===== src/rtl/retire_monitor_if.sv =====
// Retire-stage observation bundle between the writeback stage (master) and the monitor (slave).
// Latency: none, wires only; read data is registered inside the monitor.
// Backpressure: none; the retire stream is observe-only and the monitor cannot stall it.
interface retire_monitor_if;
    logic        i_insn_vld;
    logic [31:0] i_pc_debug;
    logic [31:0] i_instr;
    logic        i_clr;
    logic [2:0]  i_rd_addr;
    logic [31:0] o_rd_data;
    logic        o_running;
    logic        o_halted;

    modport master (
        output i_insn_vld, i_pc_debug, i_instr, i_clr, i_rd_addr,
        input  o_rd_data, o_running, o_halted
    );

    modport slave (
        input  i_insn_vld, i_pc_debug, i_instr, i_clr, i_rd_addr,
        output o_rd_data, o_running, o_halted
    );
endinterface


===== src/rtl/retire_monitor.sv =====
// Counts cycles/retires/bubbles at writeback and freezes them when the jal x0,0 self-loop retires HALT_REPEAT times.
// Latency: read port is registered, 1 cycle from i_rd_addr to o_rd_data; state flags are decoded from the state register.
// Backpressure: none; observe-only, so every retire cycle is accepted unconditionally.
module retire_monitor #(
    parameter int HALT_REPEAT = 4,
    parameter int CNT_W       = 32
) (
    input  logic              i_clk,
    input  logic              i_rst,
    retire_monitor_if.slave   mon
);

    localparam int                REP_W     = $clog2(HALT_REPEAT + 1);
    localparam logic [31:0]       HALT_INSN = 32'h0000006f;
    localparam logic [REP_W-1:0]  REP_LAST  = REP_W'(HALT_REPEAT - 1);
    localparam logic [REP_W-1:0]  REP_FULL  = REP_W'(HALT_REPEAT);

    typedef enum logic [1:0] {
        ST_IDLE   = 2'd0,
        ST_RUN    = 2'd1,
        ST_HALTED = 2'd2
    } state_t;

    state_t            state_q, state_d;
    logic [CNT_W-1:0]  cyc_q, cyc_d;
    logic [CNT_W-1:0]  ret_q, ret_d;
    logic [CNT_W-1:0]  bub_q, bub_d;
    logic [31:0]       halt_pc_q, halt_pc_d;
    logic [REP_W-1:0]  rep_q, rep_d;
    logic [31:0]       rd_dat_q;
    logic              active;
    logic              halt_insn;

    // Counters stick at all-ones instead of wrapping.
    function automatic logic [CNT_W-1:0] sat_inc(input logic [CNT_W-1:0] v);
        return (&v) ? v : v + CNT_W'(1);
    endfunction

    // Next-state and counter update; clear beats normal counting, and the clear cycle itself is not counted.
    always_comb begin
        state_d   = state_q;
        cyc_d     = cyc_q;
        ret_d     = ret_q;
        bub_d     = bub_q;
        halt_pc_d = halt_pc_q;
        rep_d     = rep_q;
        active    = 1'b0;
        halt_insn = mon.i_insn_vld && (mon.i_instr == HALT_INSN);

        if (mon.i_clr) begin
            state_d   = ST_IDLE;
            cyc_d     = '0;
            ret_d     = '0;
            bub_d     = '0;
            halt_pc_d = '0;
            rep_d     = '0;
        end else begin
            // The first valid retire out of IDLE is already counted as a RUN cycle.
            active = (state_q == ST_RUN) || ((state_q == ST_IDLE) && mon.i_insn_vld);
            if (active) begin
                state_d = ST_RUN;
                cyc_d   = sat_inc(cyc_q);
                if (mon.i_insn_vld) begin
                    ret_d = sat_inc(ret_q);
                end else begin
                    bub_d = sat_inc(bub_q);
                end
                // Bubbles leave the self-loop streak alone; any other valid instruction breaks it.
                if (halt_insn) begin
                    if (rep_q == REP_LAST) begin
                        rep_d     = REP_FULL;
                        halt_pc_d = mon.i_pc_debug;
                        state_d   = ST_HALTED;
                    end else begin
                        rep_d = rep_q + REP_W'(1);
                    end
                end else if (mon.i_insn_vld) begin
                    rep_d = '0;
                end
            end
        end
    end

    // State register.
    always_ff @(posedge i_clk) begin
        if (i_rst) begin
            state_q <= ST_IDLE;
        end else begin
            state_q <= state_d;
        end
    end

    // Counter, streak and halt PC registers.
    always_ff @(posedge i_clk) begin
        if (i_rst) begin
            cyc_q     <= '0;
            ret_q     <= '0;
            bub_q     <= '0;
            halt_pc_q <= '0;
            rep_q     <= '0;
        end else begin
            cyc_q     <= cyc_d;
            ret_q     <= ret_d;
            bub_q     <= bub_d;
            halt_pc_q <= halt_pc_d;
            rep_q     <= rep_d;
        end
    end

    // Registered read port showing the values held before this edge.
    always_ff @(posedge i_clk) begin
        if (i_rst) begin
            rd_dat_q <= '0;
        end else begin
            case (mon.i_rd_addr)
                3'd0:    rd_dat_q <= 32'(cyc_q);
                3'd1:    rd_dat_q <= 32'(ret_q);
                3'd2:    rd_dat_q <= 32'(bub_q);
                3'd3:    rd_dat_q <= halt_pc_q;
                3'd4:    rd_dat_q <= {30'b0, state_q == ST_HALTED, state_q == ST_RUN};
                default: rd_dat_q <= 32'h0;
            endcase
        end
    end

    assign mon.o_rd_data = rd_dat_q;
    assign mon.o_running = (state_q == ST_RUN);
    assign mon.o_halted  = (state_q == ST_HALTED);

endmodule


===== src/flat_wrapper.sv =====
// flat-port wrapper written by rule: the top's interface ports become plain ports
module retire_monitor_flat 
#(
    parameter int HALT_REPEAT = 4,
    parameter int CNT_W       = 32
)
  (i_clk, i_rst, mon_i_insn_vld, mon_i_pc_debug, mon_i_instr, mon_i_clr, mon_i_rd_addr, mon_o_rd_data, mon_o_running, mon_o_halted);
  retire_monitor_if mon_i ();
  input  logic i_clk;
  input  logic i_rst;
  input wire logic [$bits(mon_i.i_insn_vld)-1:0] mon_i_insn_vld;
  input wire logic [$bits(mon_i.i_pc_debug)-1:0] mon_i_pc_debug;
  input wire logic [$bits(mon_i.i_instr)-1:0] mon_i_instr;
  input wire logic [$bits(mon_i.i_clr)-1:0] mon_i_clr;
  input wire logic [$bits(mon_i.i_rd_addr)-1:0] mon_i_rd_addr;
  output wire logic [$bits(mon_i.o_rd_data)-1:0] mon_o_rd_data;
  output wire logic [$bits(mon_i.o_running)-1:0] mon_o_running;
  output wire logic [$bits(mon_i.o_halted)-1:0] mon_o_halted;
  assign mon_i.i_insn_vld = mon_i_insn_vld;
  assign mon_i.i_pc_debug = mon_i_pc_debug;
  assign mon_i.i_instr = mon_i_instr;
  assign mon_i.i_clr = mon_i_clr;
  assign mon_i.i_rd_addr = mon_i_rd_addr;
  assign mon_o_rd_data = mon_i.o_rd_data;
  assign mon_o_running = mon_i.o_running;
  assign mon_o_halted = mon_i.o_halted;
  retire_monitor #(.HALT_REPEAT(HALT_REPEAT), .CNT_W(CNT_W)) u_core (.i_clk(i_clk), .i_rst(i_rst), .mon(mon_i));
endmodule

===== config.mk =====
export PLATFORM = sky130hd
export DESIGN_NAME = retire_monitor_flat
export DESIGN_NICKNAME = d
export VERILOG_FILES = /design/src/rtl/retire_monitor_if.sv /design/src/rtl/retire_monitor.sv /design/src/flat_wrapper.sv
export SDC_FILE = /design/constraint.sdc
export NUM_CORES = 1
export LEC_CHECK = 0
export CAP_MARGIN = 20
export CORE_ASPECT_RATIO = 0.7
export CORE_MARGIN = 3
export CORE_UTILIZATION = 40
export DETAILED_ROUTE_END_ITERATION = 12
export DONT_BUFFER_PORTS = 1
export PLACE_DENSITY = 0.61
export SLEW_MARGIN = 20
export SYNTH_ARGS = -nofsm -noshare
export SYNTH_HDL_FRONTEND = slang
export SYNTH_SLANG_ARGS = --single-unit

===== constraint.sdc =====
create_clock -name i_clk -period 2.7 [get_ports i_clk]
set_input_delay 0.675 -clock i_clk [delete_from_list [all_inputs] [get_ports i_clk]]
set_output_delay 0.675 -clock i_clk [all_outputs]
set_load 0.1 [all_outputs]

==> summary by stage <==
Placed design
The placed wire-length estimate after detailed placement is 15.5 mm. The count of buffers added on input and output ports is 0. The final weighted congestion of routability-driven global placement is 0.898. The total cell area at the placement stage is 0.00820 mm2.

Finish
The number of fillers in the final layout is 1770. The number of nets in the layout is 1013. In the final layout, the share of cells above drive strength 1 is 0.141. The count of inserted antenna diode cells is 0. The area of all placed cells without fillers is 0.00885 mm2.

The area growth from synthesis to layout is 15.8%.

Critical path
By startpoint and endpoint, the worst setup path is classified as flop to flop. Data arrives at the worst endpoint at 2.61 ns. The cell seen most often among critical-path stages is sky130_fd_sc_hd__nand4_1. For this run, the slowest stage of the critical path takes 0.56 ns. The signal on the critical path passes through nand4_1, nor4_2, a21oi_1, nand4_1, xor2_1, nor2_1. The worst setup path is launched from a flop. The required time at the worst-slack endpoint is 3.01 ns. The worst path buffer plus inverter count is 0. The worst setup path is captured at a flop.

On the critical path, the stage with the largest delay is an instance of sky130_fd_sc_hd__nor4_2. The cell family contributing the most delay on the critical path is simple AND/OR/NAND/NOR gates. In this run the worst path has a maximum fanout of 9. For flop-to-flop paths, the worst setup slack is 0.41 ns.

STA
The shortest period the worst path allows is 2.29 ns. Setup repair after global routing left no endpoint under its margin. The final count of negative-setup-slack endpoints is 0. The actual slew at the worst max-slew pin is 0.887 ns.

The count of pins over their slew limit is 0. Headroom to the max-slew limit came out at 0.409. The part of the cycle the worst path needs is 0.848.

The final setup TNS is 0 ns. The final count of hold timing violations is 0. Clock skew on the completed layout was measured at 0.00888 ns. The fmax is 437 MHz.

Job
Max-cap violations in this run came to 0.

Floorplanning
The area enclosed by the die boundary is 0.0208 mm2. The placeable core area is 0.0184 mm2. The die span in y is 122 um. 105 I/O pins were placed. The number of cell rows is 41. The initial utilization of the core area, before any placement, comes to 0.416. In this run the horizontal extent of the chip is 171 um.

Power
In this run the static leakage power is 0.00289 uW. The power density of the placed cells is 597 mW/mm2. Across the VDD grid, the largest voltage drop is 405 uV.

Synth
Measured against the total synthesized area, the mux share comes to 0.00540. The count of distinct cell types in the synthesized netlist is 54. Synthesis handed over a netlist of 912 instances.

By area, the combinational part of the netlist is dominated by simple AND/OR/NAND/NOR gates. Counting flops with a built-in enable in the synthesized netlist gives 0. For this run, the number of Yosys warnings is 0. The mean instance size in the synthesized netlist is 8.38 um2.

The share of the synthesized area in compound gates (AO/OA/AOI/OAI) is 0.137. For this run, asynchronously set or reset flops after synthesis account for 0. The mapped cell area is 0.00764 mm2. Of the total synthesized cell area, the portion taken by full adders, half adders and majority gates is 0.00818. The synthesized netlist net count is 988. Counting flops and latches in the post-synthesis netlist gives 165. The share of the Yosys chip area taken by registers is 0.432. The xor/xnor share of the synthesized area is 0.0939.

The most used flip-flop cell after synthesis is sky130_fd_sc_hd__dfxtp_1. The simple-gate portion of the synthesized area is 0.288.

Min path
The class of the worst hold path is input port to flop.

GRT
Summed over all layers, the global routing overflow is 0. The first global-routing pass estimated 34.3 mm of wire. The number of global-route vias before repair is 6126.

The number of antenna violations at the first check in global routing is 0. The fraction of met3 tracks used by global routing is 0.0555. For this run, global-route usage on met2 was measured as 0.292. For this run, global-route usage on met1 was measured as 0.322. The maximum number of pins on one net before global-route repair is 56. The all-layer global routing usage is 0.212.

The layer flagged by global routing as most heavily used is met1.

CTS
Counting along the longest clock path gives a buffer depth of 2. Post-CTS repair changed the size of 0 cells. Clock-pin slew was measured on the worst setup and hold paths at 0.07 ns. The number of clock sinks is 165.

In this run the clock root is driven by a sky130_fd_sc_hd__clkbuf_16. The count of H-tree levels built during CTS is 4. TritonCTS built the clock tree. Once the clock tree was built, the setup fixing pass inserted 0 buffers. The clock latency of the later-clocked register in the worst-skew pair is 0.43 ns. The number of buffers added to fix hold violations after cts is 0. Clock tree synthesis inserted a total of 17 buffers.

Routing
The routed layout has 6761 vias. Wires add up to 21.9 mm. The detail route stage leaves a number of antenna-violating nets equal to 0. The routed length per placed instance is 18.4 um. In the routed design, unresolved DRC markers number 0. Using the TritonRoute via totals, the vias-per-cell ratio works out to 5.70. The number of detailed-routing iterations run before antenna repair is 5. The detailed router finished its first iteration with 592 violations.

Status
The flow ran to the end, and the final reports show no timing, DRC or antenna violations.
per-layer routing:
layer	vias to the layer above	wire (um)	share of wire
met5	-	0	0
met4	0	400	0.018
met3	30	1690	0.077
met2	255	8740	0.40
met1	3183	11000	0.51
li1	3293	-	-
flip-flops by register name (all words and copies together), names as in the netlist:
signal,flops
u_core.state_q,2
u_core.rep_q,3
u_core.mon.o_rd_data,32
u_core.ret_q,32
u_core.bub_q,32
u_core.halt_pc_q,32
u_core.cyc_q,32
logic make-up after synthesis:
group                      after synthesis
adders and majority gates                5
muxes                                    4
DFF                                    165
and+or+nand+nor                        433
buffers and inverters                   62
xor gates and xnor gates                82
AOI/OAI and AO/OA                      161
cell type report:
| cell class | count | area (um2) | area share |
|---|---|---|---|
| Tap cell | 236 | 295 | 0.0334 |
| Clock inverter | 14 | 223 | 0.0252 |
| Sequential cell | 165 | 3300 | 0.373 |
| Inverter | 8 | 30.0 | 0.00339 |
| Multi-Input combinational cell | 685 | 4100 | 0.463 |
| Timing Repair Buffer | 60 | 475 | 0.0537 |
| Clock buffer | 18 | 429 | 0.0485 |
Yosys cell counts (2+ instances only):
cell type / count / area [um2]
sky130_fd_sc_hd__dfxtp_1: 165 / 3300
sky130_fd_sc_hd__nor2_1: 109 / 409
sky130_fd_sc_hd__nand2_1: 103 / 387
sky130_fd_sc_hd__a21oi_1: 64 / 320
sky130_fd_sc_hd__a22oi_1: 61 / 458
sky130_fd_sc_hd__xor2_1: 60 / 526
sky130_fd_sc_hd__nand3_1: 56 / 280
sky130_fd_sc_hd__nand4_1: 42 / 263
sky130_fd_sc_hd__clkbuf_1: 41 / 154
sky130_fd_sc_hd__and3_1: 23 / 144
sky130_fd_sc_hd__xnor2_1: 22 / 193
sky130_fd_sc_hd__nor3_1: 17 / 85.1
sky130_fd_sc_hd__nor4_1: 17 / 106
sky130_fd_sc_hd__o21ai_0: 11 / 55.1
sky130_fd_sc_hd__a21oi_2: 10 / 87.6
sky130_fd_sc_hd__and4_1: 10 / 87.6
sky130_fd_sc_hd__nand2_2: 10 / 62.6
sky130_fd_sc_hd__inv_1: 8 / 30.0
sky130_fd_sc_hd__or3_1: 8 / 50.1
sky130_fd_sc_hd__and2_1: 7 / 43.8
sky130_fd_sc_hd__buf_2: 7 / 35.0
sky130_fd_sc_hd__ha_1: 5 / 62.6
sky130_fd_sc_hd__nor3b_1: 5 / 37.5
sky130_fd_sc_hd__nor4_2: 5 / 62.6
sky130_fd_sc_hd__a31oi_1: 3 / 18.8
sky130_fd_sc_hd__buf_6: 3 / 33.8
sky130_fd_sc_hd__mux2i_1: 3 / 30.0
sky130_fd_sc_hd__nand2b_1: 3 / 18.8
sky130_fd_sc_hd__nor2b_1: 3 / 18.8
sky130_fd_sc_hd__or2_2: 3 / 18.8
sky130_fd_sc_hd__buf_4: 2 / 15.0
sky130_fd_sc_hd__nor4b_1: 2 / 17.5
sky130_fd_sc_hd__o21a_1: 2 / 15.0
sky130_fd_sc_hd__or4_1: 2 / 15.0
worst register-to-register path: stages (launching register included):
cell	delay, ns
sky130_fd_sc_hd__dfxtp_1	0.47
sky130_fd_sc_hd__nand4_1	0.29
sky130_fd_sc_hd__nor4_2	0.56
sky130_fd_sc_hd__a21oi_1	0.40
sky130_fd_sc_hd__nand4_1	0.23
sky130_fd_sc_hd__xor2_1	0.18
sky130_fd_sc_hd__nor2_1	0.06
report_power, final:
part / total, uW / switching, uW / internal [uW]
Sequential: 2440 / 6.48 / 2440
Clock: 2700 / 1040 / 1650
Combinational: 146 / 108 / 37.9
per-stage QoR:
| stage | hold slack, ns | worst slack (ns) | total power, uW | cells | utilization |
|---|---|---|---|---|---|
| finish | 0.369 | 0.409 | 5290 | 1186 | 0.482 |
| global placement | 0.440 | 0.337 | 2640 | 1154 | 0.447 |
| global route | 0.360 | 0.209 | 5450 | 1186 | 0.482 |
| CTS | 0.357 | 0.453 | 5320 | 1186 | 0.482 |
| floorplan | 0.428 | 0.0793 | 2600 | 912 | - |
| detailed placement | 0.447 | 0.316 | 2640 | 1154 | 0.447 |
placed cells by master (no fill, tap or decap), drive strengths merged, types with 23 or more instances in the layout:
cell and instances:
buf 60, dfxtp 165, and3 23, xor2 60
nand3 56, nand4 43, nor2 109, a21oi 74
a22oi 61, nand2 113
worst paths after layout:
kind	start	cells past startpoint	to
hold reg to reg	u_core.halt_pc_q[4]	2	u_core.halt_pc_q[4]
hold / removal	mon_i_pc_debug[16]	2	u_core.halt_pc_q[16]
setup / recovery	u_core.bub_q[4]	6	u_core.bub_q[13]
setup reg to reg	u_core.bub_q[4]	6	u_core.bub_q[13]
Note: power is estimated with default switching activity, not from simulation.
